## src/rtl/cpu_pkg.sv

```systemverilog
// Shared definitions for the CPU register-file slice.
//   REG_ZERO  - index of the hardwired-zero register
//   NUM_REGS  - architectural register count
//   REG_AW    - register address width
//   WORD_W    - data word width
//   popcount32() - population count of a register-sized bit vector
package cpu_pkg;

  localparam int REG_ZERO = 0;
  localparam int NUM_REGS = 32;
  localparam int REG_AW   = 5;
  localparam int WORD_W   = 32;

  // Result is REG_AW+1 bits wide so that a count of NUM_REGS still fits.
  function automatic logic [REG_AW:0] popcount32(input logic [NUM_REGS-1:0] v);
    logic [REG_AW:0] n;
    n = '0;
    for (int i = 0; i < NUM_REGS; i++) begin
      n = n + {{REG_AW{1'b0}}, v[i]};
    end
    return n;
  endfunction

endpackage

```

## src/rtl/cpu_blocks.sv

```systemverilog
// Generic building blocks used by the register file.
//   dff          - W-bit register with synchronous active-high reset and load enable
//                  ports: clk, reset, en, d[W], q[W]
//   decoder1to32 - 5-to-32 one-hot decoder, all zero when en=0
//                  ports: en, sel[5], y[32]
//   mux32to1by32 - 32-way word mux (W defaults to 32)
//                  ports: d[32][W], sel[5], y[W]
//   mux32to1by1  - 32-way bit mux
//                  ports: d[32], sel[5], y
//   mux2         - 2-way word mux, sel=1 picks b
//                  ports: a[W], b[W], sel, y[W]

module dff #(
  parameter int W = 32
) (
  input  logic         clk,
  input  logic         reset,
  input  logic         en,
  input  logic [W-1:0] d,
  output logic [W-1:0] q
);
  always_ff @(posedge clk) begin
    if (reset) begin
      q <= '0;
    end else if (en) begin
      q <= d;
    end
  end
endmodule

module decoder1to32 (
  input  logic        en,
  input  logic [4:0]  sel,
  output logic [31:0] y
);
  always_comb begin
    y = '0;
    if (en) begin
      y[sel] = 1'b1;
    end
  end
endmodule

module mux32to1by32 #(
  parameter int W = 32
) (
  input  logic [31:0][W-1:0] d,
  input  logic [4:0]         sel,
  output logic [W-1:0]       y
);
  assign y = d[sel];
endmodule

module mux32to1by1 (
  input  logic [31:0] d,
  input  logic [4:0]  sel,
  output logic        y
);
  assign y = d[sel];
endmodule

module mux2 #(
  parameter int W = 32
) (
  input  logic [W-1:0] a,
  input  logic [W-1:0] b,
  input  logic         sel,
  output logic [W-1:0] y
);
  assign y = sel ? b : a;
endmodule

```

## src/rtl/reg_scoreboard.sv

```systemverilog
// Per-register busy scoreboard.
// Tracks which registers have an outstanding write, decides whether the
// issuing instruction must stall, counts reserved registers and flags
// write-backs that arrive for a register that was never reserved.
//
// Handshake: issue_req is the requester's valid; ~issue_stall is the ready.
// An issue transfers on a clock edge only when issue_req=1 and issue_stall=0
// in the same cycle; a stalled requester is expected to hold its fields
// and retry. issue_stall is forced low whenever issue_req is low.
//
// Ports:
//   clk, reset         - clock, synchronous active-high reset
//   rd_a_addr/rd_b_addr- source registers of the issuing instruction
//   issue_req          - issue request
//   issue_dest         - destination register of the issuing instruction
//   issue_stall        - combinational: issue refused this cycle
//   wb_en, wb_addr     - write-back valid and destination
//   wb_onehot          - one-hot decode of the write-back (zero when wb_en=0)
//   busy               - current busy vector (debug/observation)
//   busy_count         - registered popcount of busy
//   err_unreserved_wb  - sticky error flag
module reg_scoreboard
  import cpu_pkg::*;
#(
  parameter int AW = REG_AW
) (
  input  logic                 clk,
  input  logic                 reset,
  input  logic [AW-1:0]        rd_a_addr,
  input  logic [AW-1:0]        rd_b_addr,
  input  logic                 issue_req,
  input  logic [AW-1:0]        issue_dest,
  output logic                 issue_stall,
  input  logic                 wb_en,
  input  logic [AW-1:0]        wb_addr,
  input  logic [NUM_REGS-1:0]  wb_onehot,
  output logic [NUM_REGS-1:0]  busy,
  output logic [AW:0]          busy_count,
  output logic                 err_unreserved_wb
);

  logic                busy_a;
  logic                busy_b;
  logic                busy_d;
  logic                busy_w;
  logic                out_a;
  logic                out_b;
  logic                out_d;
  logic                issue_accept;
  logic                err_set;
  logic [NUM_REGS-1:0] issue_onehot;
  logic [NUM_REGS-1:0] busy_next;

  mux32to1by1 u_busy_a (.d(busy), .sel(rd_a_addr),  .y(busy_a));
  mux32to1by1 u_busy_b (.d(busy), .sel(rd_b_addr),  .y(busy_b));
  mux32to1by1 u_busy_d (.d(busy), .sel(issue_dest), .y(busy_d));
  mux32to1by1 u_busy_w (.d(busy), .sel(wb_addr),    .y(busy_w));

  // A register being written back this cycle is no longer outstanding,
  // so an instruction waiting on it can issue in the same cycle (its
  // sources are forwarded from wb_data). busy[0] is never set, so
  // address 0 never contributes.
  assign out_a = busy_a & ~(wb_en & (wb_addr == rd_a_addr));
  assign out_b = busy_b & ~(wb_en & (wb_addr == rd_b_addr));
  assign out_d = busy_d & ~(wb_en & (wb_addr == issue_dest));

  assign issue_stall  = issue_req & (out_a | out_b | out_d);
  assign issue_accept = issue_req & ~issue_stall;

  decoder1to32 u_issue_dec (.en(issue_accept), .sel(issue_dest), .y(issue_onehot));

  // Clear first, then set: a same-edge write-back and re-reservation of
  // one register leaves it busy.
  always_comb begin
    busy_next = (busy & ~wb_onehot) | issue_onehot;
    busy_next[REG_ZERO] = 1'b0;
  end

  assign err_set = wb_en & (wb_addr != AW'(REG_ZERO)) & ~busy_w;

  always_ff @(posedge clk) begin
    if (reset) begin
      busy              <= '0;
      busy_count        <= '0;
      err_unreserved_wb <= 1'b0;
    end else begin
      busy              <= busy_next;
      busy_count        <= popcount32(busy_next);
      err_unreserved_wb <= err_unreserved_wb | err_set;
    end
  end

endmodule

```

## src/rtl/regfile_scoreboard.sv

```systemverilog
// 32-entry register file with a busy scoreboard for the pipelined CPU.
// Two combinational read ports with same-cycle write-back forwarding, one
// write-back port, register 0 hardwired to zero. Registers 1..31 are dff
// instances loaded from a one-hot write-enable decode.
//
// Ports:
//   clk, reset           - clock, synchronous active-high reset
//   rd_a_addr, rd_a_data - read port A (issuing instruction's rs)
//   rd_b_addr, rd_b_data - read port B (issuing instruction's rt)
//   issue_req            - instruction requests issue
//   issue_dest           - destination register of the issuing instruction
//   issue_stall          - combinational: issue refused (RAW/WAW hazard)
//   wb_en, wb_addr, wb_data - write-back port
//   busy_count           - registered number of reserved registers
//   err_unreserved_wb    - sticky: write-back hit a non-busy register
module regfile_scoreboard
  import cpu_pkg::*;
#(
  parameter int W  = WORD_W,
  parameter int AW = REG_AW
) (
  input  logic          clk,
  input  logic          reset,
  input  logic [AW-1:0] rd_a_addr,
  input  logic [AW-1:0] rd_b_addr,
  output logic [W-1:0]  rd_a_data,
  output logic [W-1:0]  rd_b_data,
  input  logic          issue_req,
  input  logic [AW-1:0] issue_dest,
  output logic          issue_stall,
  input  logic          wb_en,
  input  logic [AW-1:0] wb_addr,
  input  logic [W-1:0]  wb_data,
  output logic [AW:0]   busy_count,
  output logic          err_unreserved_wb
);

  logic [NUM_REGS-1:0]        wb_onehot;
  logic [NUM_REGS-1:0][W-1:0] regs;
  logic [NUM_REGS-1:0]        busy;
  logic [W-1:0]               rd_a_reg;
  logic [W-1:0]               rd_b_reg;
  logic                       fwd_a;
  logic                       fwd_b;

  decoder1to32 u_wb_dec (.en(wb_en), .sel(wb_addr), .y(wb_onehot));

  // Register 0 has no storage; its decode bit only feeds the scoreboard,
  // where bit 0 is held clear anyway.
  assign regs[REG_ZERO] = '0;

  for (genvar i = 1; i < NUM_REGS; i++) begin : g_reg
    dff #(.W(W)) u_reg (
      .clk  (clk),
      .reset(reset),
      .en   (wb_onehot[i]),
      .d    (wb_data),
      .q    (regs[i])
    );
  end

  mux32to1by32 #(.W(W)) u_rd_a_mux (.d(regs), .sel(rd_a_addr), .y(rd_a_reg));
  mux32to1by32 #(.W(W)) u_rd_b_mux (.d(regs), .sel(rd_b_addr), .y(rd_b_reg));

  // Forward the write-back value on an address match so a reader sees the
  // value being written this cycle; never forward onto register 0.
  assign fwd_a = wb_en & (wb_addr == rd_a_addr) & (rd_a_addr != AW'(REG_ZERO));
  assign fwd_b = wb_en & (wb_addr == rd_b_addr) & (rd_b_addr != AW'(REG_ZERO));

  mux2 #(.W(W)) u_rd_a_fwd (.a(rd_a_reg), .b(wb_data), .sel(fwd_a), .y(rd_a_data));
  mux2 #(.W(W)) u_rd_b_fwd (.a(rd_b_reg), .b(wb_data), .sel(fwd_b), .y(rd_b_data));

  reg_scoreboard #(.AW(AW)) u_sb (
    .clk              (clk),
    .reset            (reset),
    .rd_a_addr        (rd_a_addr),
    .rd_b_addr        (rd_b_addr),
    .issue_req        (issue_req),
    .issue_dest       (issue_dest),
    .issue_stall      (issue_stall),
    .wb_en            (wb_en),
    .wb_addr          (wb_addr),
    .wb_onehot        (wb_onehot),
    .busy             (busy),
    .busy_count       (busy_count),
    .err_unreserved_wb(err_unreserved_wb)
  );

endmodule

```

## config.mk

```make
export PLATFORM = sky130hd
export DESIGN_NAME = regfile_scoreboard
export DESIGN_NICKNAME = d
export VERILOG_FILES = /design/src/rtl/cpu_pkg.sv /design/src/rtl/cpu_blocks.sv /design/src/rtl/reg_scoreboard.sv /design/src/rtl/regfile_scoreboard.sv
export SDC_FILE = /design/constraint.sdc
export NUM_CORES = 2
export LEC_CHECK = 0
export BUFFER_PORTS_ARGS = -buffer_cell sky130_fd_sc_hd__buf_2
export CORE_ASPECT_RATIO = 0.7
export CORE_UTILIZATION = 45
export CTS_CLUSTER_DIAMETER = 100
export CTS_CLUSTER_SIZE = 12
export DETAILED_ROUTE_END_ITERATION = 7
export PLACE_DENSITY = 0.68
export SYNTH_ARGS = -nofsm -noshare
export SYNTH_HDL_FRONTEND = slang
export SYNTH_SLANG_ARGS = --single-unit
```

## constraint.sdc

```tcl
create_clock -name clk -period 13 [get_ports clk]
set_input_delay 3.25 -clock clk [delete_from_list [all_inputs] [get_ports clk]]
set_output_delay 3.25 -clock clk [all_outputs]
set_load 0.02 [all_outputs]
```

# After elaboration in Yosys (flattened, before gate mapping)
# Index checks and enable logic that the tools add are counted.
# totals
wordCells	122
register_bits	1031
out_inout_bits	72
# classes
reduce_logical	5
bitwise_logic	23
order_cmp	6
n_mux	20
eq_ne	3
addsub	30
# op_table
operator	count
32-bit binary-select mux with 5-bit select	2
32-bit two-way mux	6
6-bit by 1-bit adder with 6-bit output	29
32-bit bitwise AND	1
32-bit inverter	1
32-bit OR	1
5-bit by 6-bit < comparator with 1-bit output, second input constant	4
1-bit binary-select mux with 5-bit select	4
5-bit == test	3
5-bit nonzero test	3
1-bit bitwise AND	12
1-bit demux with 5-bit select	2
5-bit by 1-bit >= comparator with 1-bit output, second input constant	2
1-bit two-way mux	6
1-bit inverter	5
1-bit OR	3
1-bit by 1-bit adder with 2-bit output	1
1-bit logical AND	2

# Depth between registers and ports, before layout
# depth
word_depth	41
ltp_mapped	28
ltp_nobuf	25

# Modules after synthesis
# Synthesis repeated with hierarchy kept, for this count alone.
# unflattened
cells_unflattened	6095
hier_area_um2	59070.4
# modules_own_cells
mod	area_per_inst_um2	cells_each	instances
dff	1163.6	103	31
mux32to1by32	8887.3	1158	2
reg_scoreboard	2229.6	235	1
mux32to1by1	325.3	41	4
mux2	544.3	36	2
decoder1to32	230.2	47	2
regfile_scoreboard	143.9	21	1

# Least setup slack after synthesis
# OpenSTA, ideal clock, no wires.
# synth_path
kind	in2reg
from	input rd_a_addr[0]
to	register u_sb.busy_count[4]
n_path_buf	2
slack_ns	3.344
required_time_ns	12.872
setup_time_ns	0.128
stages	27
t_arrival_ns	9.528
path_cell_list	buf_2 -> mux4_2 -> mux2_2 -> or3_4 -> o2111ai_4 -> nand4_4 -> buf_4 -> o21ai_1 -> ha_1 -> inv_1 -> fa_1 -> inv_1 -> fa_1 -> inv_1 -> fa_1 -> fa_1 -> inv_1 -> fa_1 -> inv_1 -> fa_1 -> inv_1 -> ha_1 -> fa_1 -> a21o_1 -> a21oi_1 -> xor2_1 -> nor2_1
# synth_between
elab_chain_cells	41
elab_cells_between_ends	43
cone_classes	add/sub: 30; eq/ne: 1; mux: 3; bitwise: 9
# synth_lines
element	line	text
from (decl)	regfile_scoreboard.sv:24	input logic [AW-1:0] rd_a_addr,
branches (longest 3 deep; another with 1-bit binary-select mux with 5-bit select)	n/a	
1-bit bitwise AND *	reg_scoreboard.sv:63	assign out_a = busy_a & ~(wb_en & (wb_addr == rd_a_addr));
1-bit OR * (2 in a row)	reg_scoreboard.sv:67	assign issue_stall = issue_req & (out_a | out_b | out_d);
1-bit bitwise AND *	reg_scoreboard.sv:67	
1-bit inverter *	reg_scoreboard.sv:68	assign issue_accept = issue_req & ~issue_stall;
1-bit bitwise AND *	reg_scoreboard.sv:68	
32-bit two-way mux *	cpu_blocks.sv:38	if (en) begin
32-bit OR *	reg_scoreboard.sv:75	busy_next = (busy & ~wb_onehot) | issue_onehot;
named net u_sb.busy_next[1]	reg_scoreboard.sv:52	logic [NUM_REGS-1:0] busy_next;
1-bit by 1-bit adder with 2-bit output *	cpu_pkg.sv:19	n = n + {{REG_AW{1'b0}}, v[i]};
6-bit by 1-bit adder with 6-bit output * (29 in a row)	cpu_pkg.sv:19	
to (signal assigned)	reg_scoreboard.sv:88	busy_count <= popcount32(busy_next);
to (decl)	reg_scoreboard.sv:38	output logic [AW:0] busy_count,
# Mark *: on every way through the listed nets, which the timed path passes. The select of a mux whose other input is x is not followed.
# A chain may end at the register's enable or synchronous reset.

# Worst setup path after layout
# layout_path
from	input rd_b_addr[1]
to	output rd_b_data[3]
# layout_between
elab_chain_cells	4
elab_cells_between_ends	7
cone_classes	eq/ne: 1; mux: 3; bitwise: 2; reduce/logical: 1
# layout_lines
element	line	text
from (decl)	regfile_scoreboard.sv:25	input logic [AW-1:0] rd_b_addr,
branches (longest 3 deep; another with 32-bit binary-select mux with 5-bit select)	n/a	
32-bit two-way mux *	cpu_blocks.sv:70	assign y = sel ? b : a;
to (decl)	regfile_scoreboard.sv:27	output logic [W-1:0] rd_b_data,
# Every way passes the cells marked *. The select of a mux whose other input is x is not followed.

==> run metrics <==
worst reg2reg path depth 25; Die ar. approximately 120000 um2; Cells after Synth 6313; reg2reg start u_sb.busy[5]$_SDFF_PP0_; Synth Warn # 0; Area contributors post-synth dfxtp_1 38%, mux4_2 18%, nand2_1 14%, a21oi_1 10%, mux2i_1 4.3%; number of port buffers 127; P per Cell Area 110.2 nW/um2; Slew Limit Fails 0; Switching Share 26.83%; Gate power share 9.9%; Post-Place Setup Slack roughly 2.3 ns; crit-path max FO 83; worst hold path cell count 2; Inst Count DP around 7.5k; Max Root-Sink Buffers 3; most numerous cell in the Yosys netlist nand2_1; Setup CP Type primary input to output port; # nets final 6053; clock buffer count from CTS 95; Register Area 20620 um2; Yosys cell types 57; Post-synth EDFFs 0; number of core rows between 100 and 150; Starting DRT DRC Count 8692; Avg Cell Area, Syn 8.655 um2; Final min period 11.00 ns; Worst path slowest cell buf_4; syn_nets 6401; Final ANT Viol Nets 0; slew margin rel. roughly 10%; Detailed Place HPWL 121800 um; post-layout total power roughly 6.4 mW; min-delay worst type flop to flop; fmax 90.92 MHz; clock root buffer clkbuf_16; DRC viols 0; post_cts resized 0; switching pwr 1.725 mW; Worst setup EP type output port; Max VDD drop 0.08347 mV; Hold EP u_sb.err_unreserved_wb$_SDFF_PP0_; vias per cell 6.636; area leader, netlist dfxtp_1; TritonCTS clock tree done; Synth Flop Type dfxtp_1; FFs w/ async S/R, synth 0%; die height 293.5 um; Int Power 4.705 mW; status completed; final wirelength 216100 um; crit-path cells buf_8 -> buf_4 -> buf_4 -> nor2b_4 -> a22o_1 -> mux4_2 -> mux2i_1 -> a21oi_1 -> buf_2; FF-to-FF End u_sb.busy_count[4]$_SDFF_PP0_; area of the multi-input gates 31490 um2; Synth top cells by count 2070 x nand2_1, 1125 x a21oi_1, 1030 x dfxtp_1; Clock power frac 40.3%; Area Overhead vs Synth 6.780%; CTS H-Tree Depth 3; layout cell share with drive strength beyond 1 15.48%; Initial Util 45.57%; largest net degree at the start of global routing around 230; crit-path max cell delay around 0.80 ns; top cell type's share of synthesized area 37.74%; DRT Pass-1 Iters 6; GRT Total Usage about a third; Critical Path RT 9.75 ns; Critical Path Start Type primary input; max_cap viols 0; crit share post-route 84.61%; R2R setup slack 5.84 ns; post-CTS setup buffers 0; final hold vios 0; hold path startpoint u_sb.err_unreserved_wb$_SDFF_PP0_; Seq pwr share 49.8%; worst setup path start rd_b_addr[1]; Clock Sinks 1030; antenna violations before repair 8; Post-Layout Inst Area 58340 um2; fillers about 11k; delay-heaviest family, CP buffers and inverters; Leak 18.94 nW; Finish-stage setup viols 0; Setup TNS Final 0 ns; first-pass GRT wire length about 310000 um; Least-Margin Pin Slew 1.348 ns; Vias 50.39k; WP depth 9; GPL Wtd Cong 0.9283; Post-Layout Cell Count 7593; grt ovf 0; sequential area share after synthesis a little under two fifths; I/O Pins 128; clock latency at the later pin of the worst-skew pair roughly 0.72 ns; Clock Skew 0.01497 ns; hold buffer count at cts 0; Worst Path Buf+Inv 4; vias in the first global route 46.78k; Worst-path clk slew 0.07 ns; post-synthesis register bit count 1030; die width 418.5 um; Mapped Area roughly 55000 um2; unrepaired setup endpoints after global routing no; data arrival time of the worst path between 7 and 8 ns; routed len/inst between 20 and 30 um; core area 119900 um2; CP most frequent cell buf_4; Worst Slack Setup Final 2.001 ns; dpl cell area approximately 56000 um2
## per-stage QoR
step,utilization [%],hold WS [ns]
after floorplan,-,0.4424
after global placement,46.56,0.4381
after detailed placement,46.56,0.4398
after CTS,48.66,0.4485
after global routing,48.66,0.4641
final,48.66,0.4486
## worst max-delay path by stage
stage | to | slack, ns
2_1_floorplan | u_sb.busy_count[4]$_SDFF_PP0_ | 3.34
4_1_cts | rd_b_data[3] | 2.34
3_3_place_gp | rd_b_data[3] | 2.36
6_report | rd_b_data[3] | 2.00
5_1_grt | rd_b_data[3] | 2.02
3_5_place_dp | rd_b_data[3] | 2.33
## power groups by stage
stage	Clock (mW)	Combinational, mW	Sequential [mW]
after floorplan	0	0.425	3.26
after global placement	0	0.606	3.27
after detailed placement	0	0.611	3.27
after CTS	2.58	0.612	3.20
after global routing	2.70	0.654	3.20
final	2.59	0.638	3.20
## cell type report
class,count,share of cell area [%]
Multi-Input combinational cell,4572,53.98
Sequential cell,1030,35.34
Clock buffer,100,4.270
Tap cell,1620,3.474
Timing Repair Buffer,225,2.612
Inverter,41,0.2638
Clock inverter,2,0.04932
Antenna cell,3,0.01287
## worst reg2reg max path, delay by kind of cell (launching register included)
kind	cells	cell delay [ns]
simple gates	2	0.38
mux	1	0.51
compound gates	6	1.50
buf+inv	6	0.38
fa+ha+maj	9	3.64
xor+xnor	1	0.16
flops	1	0.44
## registers in the layout (all words and copies together), names as in the netlist
name and cells:
u_sb.err_unreserved_wb 1, g.u_reg.q 992, u_sb.busy 31, u_sb.busy_count 6
## per-layer routing
layer | global-route usage [%] | part of all wire, % | vias up
met5 | 0 | 0.017 | -
met4 | 14.17 | 4.6 | 6
met3 | 13.55 | 18 | 707
met2 | 47.39 | 40 | 4164
met1 | 47.17 | 37 | 24190
li1 | - | - | 21330
## layout by cell type, fill, tap and decap left out, drive strengths merged, types with 23 or more instances in the layout
cell type  netlist  layout
o221ai          96      96
dfxtp         1030    1030
nor2           107     107
clkbuf         553     101
fa              23      23
mux2            69      69
o22ai           70      70
nor3            35      35
inv             40      43
nand3b          33      33
mux4           442     442
a22o            33      33
nand2         2070    2070
mux2i          232     232
a221o           35      35
buf            117     224
a21oi         1125    1125
o21ai           75      75
## kinds of logic (layout without fill, tap and decap cells)
kind of cell	count (synthesis)	count (layout)	share of synthesized area, %
compound gates	1466	1466	15.09
xor+xnor	18	18	0.2885
fa+ha+maj	32	32	1.049
buf+inv	711	368	5.278
flops	1030	1030	37.74
mux	743	743	23.89
other cells	0	3	0
simple gates	2313	2313	16.67
(Power assumes the default switching activity.)
